**config.mk**
```make
export PLATFORM = sky130hd
export DESIGN_NAME = score_keeper_flat
export DESIGN_NICKNAME = d
export VERILOG_FILES = /design/src/rtl/score_pkg.sv /design/src/rtl/score_keeper_if.sv /design/src/rtl/seg7_decoder.sv /design/src/rtl/score_keeper.sv /design/src/flat_wrapper.sv
export SDC_FILE = /design/constraint.sdc
export NUM_CORES = 1
export LEC_CHECK = 0
export ABC_AREA = 1
export BUFFER_PORTS_ARGS = -buffer_cell sky130_fd_sc_hd__buf_2
export CAP_MARGIN = 20
export CORE_UTILIZATION = 60
export CTS_CLUSTER_SIZE = 30
export DETAILED_ROUTE_END_ITERATION = 10
export HOLD_SLACK_MARGIN = 0.08
export PLACE_DENSITY = 0.79
export SYNTH_ARGS = -nofsm -noshare
export SYNTH_HDL_FRONTEND = slang
export SYNTH_SLANG_ARGS = --single-unit
```
**constraint.sdc**
```tcl
create_clock -name clk -period 2.3 [get_ports clk]
set_clock_uncertainty 0.15 [all_clocks]
set_input_delay 0.23 -clock clk [delete_from_list [all_inputs] [get_ports clk]]
set_output_delay 0.23 -clock clk [all_outputs]
set_load 0.01 [all_outputs]
```
**src/rtl/score_pkg.sv**
```systemverilog
// Shared types and constants for the score keeper: FSM states, winner codes, 7-segment table.
package score_pkg;

  typedef enum logic [1:0] {
    PLAY  = 2'd0,
    PAUSE = 2'd1,
    OVER  = 2'd2
  } state_e;

  localparam logic [1:0] WIN_NONE = 2'b00;
  localparam logic [1:0] WIN_T1   = 2'b01;
  localparam logic [1:0] WIN_T2   = 2'b10;

  // Active-low segments {g,f,e,d,c,b,a}; element 0 is the digit 0 pattern.
  localparam logic [6:0] SEG7_BLANK = 7'h7F;
  localparam logic [9:0][6:0] SEG7_TABLE = {
    7'b0010000, 7'b0000000, 7'b1111000, 7'b0000010, 7'b0010010,
    7'b0011001, 7'b0110000, 7'b0100100, 7'b1111001, 7'b1000000
  };

  function automatic logic [6:0] seg7_lut(input logic [3:0] digit);
    if (digit > 4'd9) return SEG7_BLANK;
    return SEG7_TABLE[digit];
  endfunction

endpackage

```
**src/rtl/score_keeper_if.sv**
```systemverilog
// Game-controller <-> score keeper signal bundle; seg ports exist only with SCORE_SEVSEG_EN.
interface score_keeper_if;
  logic       team1_score_in;
  logic       team2_score_in;
  logic       new_game;
  logic [3:0] team1_points;
  logic [3:0] team2_points;
  logic       serve_freeze;
  logic       game_over;
  logic [1:0] winner;
`ifdef SCORE_SEVSEG_EN
  logic [6:0] seg_team1;
  logic [6:0] seg_team2;
`endif

  modport master (
    output team1_score_in, team2_score_in, new_game,
    input  team1_points, team2_points, serve_freeze, game_over, winner
`ifdef SCORE_SEVSEG_EN
    , input seg_team1, seg_team2
`endif
  );

  modport slave (
    input  team1_score_in, team2_score_in, new_game,
    output team1_points, team2_points, serve_freeze, game_over, winner
`ifdef SCORE_SEVSEG_EN
    , output seg_team1, seg_team2
`endif
  );
endinterface

```
**src/rtl/seg7_decoder.sv**
```systemverilog
// 4-bit binary to active-low 7-segment decode; only present when SCORE_SEVSEG_EN is defined.
`ifdef SCORE_SEVSEG_EN
module seg7_decoder
  import score_pkg::*;
(
  input  logic [3:0] digit_i,
  output logic [6:0] seg_o
);
  assign seg_o = seg7_lut(digit_i);
endmodule
`endif

```
**src/rtl/score_keeper.sv**
```systemverilog
// Point counting, post-goal serve pause and match-end detection for two teams.
// Optional SCORE_SEVSEG_EN adds 7-segment decode of both point counts.
module score_keeper
  import score_pkg::*;
#(
  parameter int unsigned WIN_SCORE    = 7,
  parameter int unsigned PAUSE_CYCLES = 50_000_000
) (
  input  logic         clk,
  input  logic         rst_n,
  score_keeper_if.slave bus
);

  localparam int unsigned CNT_W = $clog2(PAUSE_CYCLES + 1);
  localparam logic [3:0] WIN_PTS = 4'(WIN_SCORE);
  localparam logic [CNT_W-1:0] CNT_LOAD = CNT_W'(PAUSE_CYCLES - 1);

  if (WIN_SCORE == 0 || WIN_SCORE > 9) begin : g_bad_win
    $error("score_keeper: WIN_SCORE must be 1..9");
  end
  if (PAUSE_CYCLES == 0) begin : g_bad_pause
    $error("score_keeper: PAUSE_CYCLES must be >= 1");
  end

  state_e           state_q, state_d;
  logic [3:0]       t1_pts_q, t1_pts_d, t2_pts_q, t2_pts_d;
  logic [CNT_W-1:0] cnt_q, cnt_d;
  logic [1:0]       winner_q, winner_d;
  logic             freeze_q, freeze_d, over_q, over_d;
  logic             t1_q, t2_q, ng_q;
  logic             t1_rise, t2_rise, ng_rise;

  assign t1_rise = bus.team1_score_in & ~t1_q;
  assign t2_rise = bus.team2_score_in & ~t2_q;
  assign ng_rise = bus.new_game & ~ng_q;

  // State and datapath registers
  always_ff @(posedge clk) begin
    if (!rst_n) begin
      state_q  <= PLAY;
      t1_pts_q <= '0;
      t2_pts_q <= '0;
      cnt_q    <= '0;
      winner_q <= WIN_NONE;
      freeze_q <= 1'b0;
      over_q   <= 1'b0;
      t1_q     <= 1'b0;
      t2_q     <= 1'b0;
      ng_q     <= 1'b0;
    end else begin
      state_q  <= state_d;
      t1_pts_q <= t1_pts_d;
      t2_pts_q <= t2_pts_d;
      cnt_q    <= cnt_d;
      winner_q <= winner_d;
      freeze_q <= freeze_d;
      over_q   <= over_d;
      t1_q     <= bus.team1_score_in;
      t2_q     <= bus.team2_score_in;
      ng_q     <= bus.new_game;
    end
  end

  // Next-state: new_game beats everything; simultaneous goals replay the serve
  always_comb begin
    state_d = state_q;
    if (ng_rise) begin
      state_d = PAUSE;
    end else begin
      unique case (state_q)
        PLAY: begin
          if (t1_rise && t2_rise) state_d = PAUSE;
          else if (t1_rise)       state_d = (4'(t1_pts_q + 4'd1) == WIN_PTS) ? OVER : PAUSE;
          else if (t2_rise)       state_d = (4'(t2_pts_q + 4'd1) == WIN_PTS) ? OVER : PAUSE;
        end
        PAUSE:   if (cnt_q == '0) state_d = PLAY;
        OVER:    state_d = OVER;
        default: state_d = PLAY;
      endcase
    end
  end

  // Datapath and registered-output next values
  always_comb begin
    t1_pts_d = t1_pts_q;
    t2_pts_d = t2_pts_q;
    cnt_d    = cnt_q;
    winner_d = winner_q;
    if (ng_rise) begin
      t1_pts_d = '0;
      t2_pts_d = '0;
      winner_d = WIN_NONE;
      cnt_d    = CNT_LOAD;
    end else if (state_q == PLAY) begin
      if (t1_rise && t2_rise) begin
        cnt_d = CNT_LOAD;
      end else if (t1_rise) begin
        t1_pts_d = 4'(t1_pts_q + 4'd1);
        if (t1_pts_d == WIN_PTS) winner_d = WIN_T1;
        else                     cnt_d    = CNT_LOAD;
      end else if (t2_rise) begin
        t2_pts_d = 4'(t2_pts_q + 4'd1);
        if (t2_pts_d == WIN_PTS) winner_d = WIN_T2;
        else                     cnt_d    = CNT_LOAD;
      end
    end else if (state_q == PAUSE && cnt_q != '0) begin
      cnt_d = cnt_q - CNT_W'(1);
    end
    freeze_d = (state_d != PLAY);
    over_d   = (state_d == OVER);
  end

  assign bus.team1_points = t1_pts_q;
  assign bus.team2_points = t2_pts_q;
  assign bus.serve_freeze = freeze_q;
  assign bus.game_over    = over_q;
  assign bus.winner       = winner_q;

`ifdef SCORE_SEVSEG_EN
  seg7_decoder u_seg_team1 (.digit_i(t1_pts_q), .seg_o(bus.seg_team1));
  seg7_decoder u_seg_team2 (.digit_i(t2_pts_q), .seg_o(bus.seg_team2));
`endif

endmodule

```
**src/flat_wrapper.sv**
```systemverilog
// flat-port wrapper written by rule: the top's interface ports become plain ports
module score_keeper_flat import score_pkg::*;
#(
  parameter int unsigned WIN_SCORE    = 7,
  parameter int unsigned PAUSE_CYCLES = 50_000_000
)
  (clk, rst_n, bus_team1_score_in, bus_team2_score_in, bus_new_game, bus_team1_points, bus_team2_points, bus_serve_freeze, bus_game_over, bus_winner);
  score_keeper_if bus_i ();
  input  logic clk;
  input  logic rst_n;
  input wire logic [$bits(bus_i.team1_score_in)-1:0] bus_team1_score_in;
  input wire logic [$bits(bus_i.team2_score_in)-1:0] bus_team2_score_in;
  input wire logic [$bits(bus_i.new_game)-1:0] bus_new_game;
  output wire logic [$bits(bus_i.team1_points)-1:0] bus_team1_points;
  output wire logic [$bits(bus_i.team2_points)-1:0] bus_team2_points;
  output wire logic [$bits(bus_i.serve_freeze)-1:0] bus_serve_freeze;
  output wire logic [$bits(bus_i.game_over)-1:0] bus_game_over;
  output wire logic [$bits(bus_i.winner)-1:0] bus_winner;
  assign bus_i.team1_score_in = bus_team1_score_in;
  assign bus_i.team2_score_in = bus_team2_score_in;
  assign bus_i.new_game = bus_new_game;
  assign bus_team1_points = bus_i.team1_points;
  assign bus_team2_points = bus_i.team2_points;
  assign bus_serve_freeze = bus_i.serve_freeze;
  assign bus_game_over = bus_i.game_over;
  assign bus_winner = bus_i.winner;
  score_keeper #(.WIN_SCORE(WIN_SCORE), .PAUSE_CYCLES(PAUSE_CYCLES)) u_core (.clk(clk), .rst_n(rst_n), .bus(bus_i));
endmodule
```
* After elaboration in Yosys (flattened, before gate mapping)
Cells that the tools add are included.
** Storage, ports and cells
- Bits in registers :: 43
- Input bits :: 5
- Output and inout bits :: 12
- Logic and storage cells :: 71
** Operators by class
- Add/subtract/negate cells :: 3
- Equality and inequality tests :: 12
- Multiplexer cells :: 20
- Bitwise gates (word level) :: 9
- Reductions and logical operators :: 16
** Operator list (number)
- $mux W26 :: 8
- $logic_not A26 Y1 :: 1
- $reduce_bool A26 Y1 :: 1
- $sub A26 B1 Y26 const B :: 1
- $mux W2 :: 11
- $reduce_and A4 Y1 :: 3
- $add A4 B1 Y4 const B :: 2
- $eq A4 B3 Y1 const B :: 2
- $reduce_bool A2 Y1 :: 4
- $not A1 Y1 :: 6
- $pmux W2 S3 :: 1
- $ne A5 B1 Y1 const B :: 1
- $ne A5 B2 Y1 const B :: 1
- $ne A5 B5 Y1 const B :: 1
- $reduce_and A5 Y1 :: 1
- $eq A2 B2 Y1 const B :: 2
- $ne A4 B1 Y1 const B :: 1
- $ne A4 B2 Y1 const B :: 1
- $ne A4 B4 Y1 const B :: 1
- $and A1 B1 Y1 :: 3
- $reduce_and A3 Y1 :: 1
- $reduce_bool A3 Y1 :: 1
- $eq A2 B1 Y1 const B :: 1
- $logic_and A1 B1 Y1 :: 2
- 3 further kinds :: 3

* Longest topological paths before layout
- Depth after elaboration :: 9
- Mapped depth :: 12
- Gate-level depth less buffers :: 12

* Least setup slack after synthesis
No wires, ideal clock.
- Path kind :: register to register
- From :: reg u_core.cnt_q[0]
- To :: reg u_core.cnt_q[17]
- Library setup time :: 142 ps
- Arrival :: 1631 ps
- Data required time :: 2008 ps
- Slack :: 377 ps
- Stages on the path, launching flop included :: 13
- Buffers on the path :: 1
- Clock period less this slack :: 1923 ps
- Cell sequence :: dfxtp_1 inv_1 ha_1 nand2_4 nor2_8 nand2_4 nor2_4 nor2_4 nor2_8 nand2_4 buf_6 nand2_1 a21oi_2
** On the way
- Word-level cells in the longest chain between the ends :: 4
- Elaborated cells on any way between the ends :: 8
- Classes of those cells :: 1 x add/sub; 3 x mux; 4 x reduce/logical
** Ends and longest elaborated chain
- from (decl) :: RTL line score_keeper.sv:27 : logic [CNT_W-1:0] cnt_q, cnt_d;
- from (signal assigned) :: RTL line score_keeper.sv:54 : cnt_q <= cnt_d;
- $sub A26 B1 Y26 or $reduce_bool A26 Y1 (tied branches) :: RTL line score_keeper.sv:107, score_keeper.sv:106
- $mux W26 or $logic_and A1 B1 Y1 (tied branches) :: RTL line score_keeper.sv:106 : end else if (state_q == PAUSE && cnt_q != '0) begin
- $mux W26 or $reduce_bool A3 Y1 (tied branches)
- $mux W26 or $reduce_and A4 Y1 (tied branches)
Parallel ways exist; a longest one is shown, timed or not. The select of a mux whose other input is x is not followed.
A chain may end at the register's enable or synchronous reset.

* Worst setup path after layout
- From :: reg u_core.t2_pts_q[0], in the netlist u_core.bus.team2_points[0]
- To :: reg u_core.cnt_q[2]
** On the way
- Word-level cells in the longest chain between the ends :: 4
** Ends and longest elaborated chain
- from (decl) :: RTL line score_keeper.sv:26 : logic [3:0] t1_pts_q, t1_pts_d, t2_pts_q, t2_pts_d;
- from (signal assigned) :: RTL line score_keeper.sv:53 : t2_pts_q <= t2_pts_d;
- $add A4 B1 Y4 :: RTL line score_keeper.sv:102 : t2_pts_d = 4'(t2_pts_q + 4'd1);
- $eq A4 B3 Y1 :: RTL line score_keeper.sv:103 : if (t2_pts_d == WIN_PTS) winner_d = WIN_T2;
- $ne A5 B2 Y1 (no line)
- $reduce_and A4 Y1 (no line)
No other way between the ends.

==> flow_summary_export.csv <==
group,metric,value,unit
global_route,grt_usage,29.2,%
setup_path,worst-path-max-fanout,18,
floorplan,die_height,70.5,um
drt,drt_iter0_drc,171,
clocking,post_cts_buffers,0,
clocking,cts-root-buf,"clkbuf_8",
clocking,cts_buffers,5,
cells_and_area,drive_above_1_share,17.0,%
clocking,cts_num_sinks,43,
timing,grt_setup_unrepaired,"no",
power,vdd_ir_drop_max,0.484,mV
power,power_density,600,nW/um2
setup_path,start_kind,"flop",
setup_path,slowest_stage,"dfxtp_1",
floorplan,start_util,63.3,%
floorplan,rows,24,
power,static-leakage-power,1.45,nW
clocking,htreeDepth,2,
yosys,synth-edff-count,0,
setup_path,cp.required,2340,ps
placed_design,place_congestion,0.908,
drt,vias,2723,
clocking,cts_max_path_buffers,2,
clocking,cts_resized,0,
floorplan,fp.coreArea,4440,um2
yosys,async_flop_share,0,%
timing,tns,0,ps
setup_path,critPathMaxStageDelay,470,ps
drt,totalWireLength,6370,um
cells_and_area,fillers,398,
timing,tightest_slew,533,ps
timing,finalHoldViolCount,0,
drt,dr.pass1.iters,4,
timing,fin_crit,2110,ps
setup_path,worstPathCellList,"ha_1 > inv_1 > nand2_1 > nand2_1 > nor2_1 > nand3_1 > nand4_4 > nand2_4 > nand2_1 > a21oi_1",
cells_and_area,layoutNonFillerInstCount,500,
placed_design,place_hpwl,4710,um
cells_and_area,nNetsFinal,457,
global_route,grt_max_degree,22,
clocking,cts_tree,"done",
cells_and_area,syn2layout_area_growth,11.4,%
drt,via_per_inst,5.45,
setup_path,crit_path_end_kind,"flop",
timing,timing.fmax,475,MHz
floorplan,die_area,4970,um2
outcome,outcome,"completed",
yosys,seq_area_frac_synth,30.6,%
yosys,ys_types,28,
yosys,synth_cells,420,
yosys,ys_warn_count,0,
placed_design,portBuffers,16,
setup_path,worstSetupPathType,"reg -> reg",
timing,slew_headroom,64.3,%
clocking,hold_buffers,7,
floorplan,die_x,70.5,um
cells_and_area,diodes,0,
floorplan,top_level_ports,17,
global_route,grt_pass1_wl,11500,um
placed_design,dp.cells,485,
setup_path,cp.arrival,2150,ps
drt,drc_errors,0,
clocking,path_clk_slew,100,ps
global_route,antenna_found_initial,0,
clocking,clk-insertion-delay-late,320,ps
global_route,grt_pass1_vias,2593,
yosys,syn_nets,430,
setup_path,crit_path_frequent_cell,"nand2_1",
timing,slew_viol_final,0,
yosys,ys_seq_elements,43,
cells_and_area,final_common_cell,"nand2_1",
yosys,syn_area,2820,um2
yosys,syn_avg_cell_area,6.70,um2
drt,avgRoutedWirePerCell,12.7,um
cells_and_area,final_cell_mix,"nand2_1 (103), nor2_1 (56), inv_1 (49)",
yosys,synth_ff_type,"dfxtp_1",
global_route,gr-total-overflow,0,
timing,period_share,91.6,%
min_path,hold_path.class,"reg -> reg",
run,cap_violations,0,
timing,finalSetupViolCount,0,
drt,ant_nets,0,
[critical path: cells and delay by family (launching register included)]
| family | cells | cell delay (ps) |
|---|---|---|
| adders and majority gates | 1 | 210 |
| DFF | 1 | 470 |
| and+or+nand+nor | 7 | 1030 |
| AOI/OAI and AO/OA | 1 | 60 |
| buffers and inverters | 1 | 40 |
[Yosys cell counts (2+ instances only)]
| master | instances | area (um2) |
|---|---|---|
| a211oi_1 | 2 | 15.0 |
| a21oi_1 | 22 | 110 |
| a21oi_2 | 9 | 78.8 |
| buf_6 | 3 | 33.8 |
| clkbuf_1 | 5 | 18.8 |
| dfxtp_1 | 43 | 861 |
| ha_1 | 5 | 62.6 |
| inv_1 | 49 | 184 |
| inv_2 | 3 | 11.3 |
| nand2_1 | 103 | 387 |
| nand2_2 | 3 | 18.8 |
| nand2_4 | 3 | 33.8 |
| nand3_1 | 35 | 175 |
| nand3_2 | 10 | 100 |
| nand3b_1 | 3 | 22.5 |
| nand4_1 | 30 | 188 |
| nor2_1 | 56 | 210 |
| nor2_2 | 4 | 25.0 |
| nor2_4 | 6 | 67.6 |
| nor2_8 | 3 | 60.1 |
| o21a_1 | 2 | 15.0 |
| o21ai_0 | 9 | 45.0 |
| or2_2 | 5 | 31.3 |
| xor2_1 | 3 | 26.3 |
[flip-flops by register name, summed over array words and instances, names as in the netlist]
| signal | flops |
|---|---|
| u_core.bus.winner | 2 |
| u_core.state_q | 2 |
| u_core.bus.team1_points | 4 |
| u_core.bus.team2_points | 4 |
| u_core.t2_q | 1 |
| u_core.bus.game_over | 1 |
| u_core.bus.serve_freeze | 1 |
| u_core.t1_q | 1 |
| u_core.cnt_q | 26 |
| u_core.ng_q | 1 |
[logic make-up (layout without fill, tap and decap cells)]
logic type / count (synthesis) / after routing / synth area share, %
XOR/XNOR: 3 / 3 / 0.934
flip-flops: 43 / 43 / 30.6
buffers and inverters: 61 / 89 / 8.93
adder cells (fa/ha/maj): 5 / 5 / 2.22
AO/OA/AOI/OAI: 45 / 45 / 9.56
AND/OR/NAND/NOR: 263 / 263 / 47.8
[area by class of cell]
cell class              instances  area [um2]  area share, %
multi-input cells             316        1700           54.3
flip-flops and latches         43         861           27.5
well taps                      52        65.1           2.08
clock inverters                 3        26.3          0.838
repair buffers                 28         213           6.78
clock buffers                   5        68.8           2.19
inverters                      53         199           6.34
[layer usage]
| metal | GRT usage, % | part of all wire, % | up-vias |
|---|---|---|---|
| li1 | - | - | 1427 |
| met1 | 38.8 | 48 | 1236 |
| met2 | 47.8 | 46 | 50 |
| met3 | 4.18 | 4.2 | 10 |
| met4 | 11.8 | 1.7 | 0 |
| met5 | 0 | 0 | - |
[power by group]
group          internal [mW]  leakage, nW  switching, mW  total, mW
combinational          0.172         1.05          0.316      0.487
sequential             0.795        0.355         0.0652      0.861
clock                  0.224       0.0491          0.310      0.533
[worst paths after layout]
check	startpoint	cells past startpoint	slack, ps	endpoint
min	u_core.bus.winner[0]	2	300	u_core.bus.winner[0]
min reg2reg	u_core.bus.winner[0]	2	300	u_core.bus.winner[0]
max	u_core.bus.team2_points[0]	10	190	u_core.cnt_q[2]
max reg2reg	u_core.bus.team2_points[0]	10	190	u_core.cnt_q[2]
[stage by stage]
stage / utilization [%] / hold WS (ps) / power [mW] / area, um2 / setup slack, ps
after CTS: 70.6 / 300 / 1.89 / 3140 / 198
after floorplan: - / 173 / 1.24 / 2820 / 377
after global routing: 70.6 / 336 / 2.00 / 3140 / 8.74
final: 70.6 / 297 / 1.88 / 3140 / 194
after detailed placement: 66.8 / 281 / 1.35 / 2970 / 220
after global placement: 66.8 / 272 / 1.34 / 2970 / 288
(Power assumes the default switching activity.)
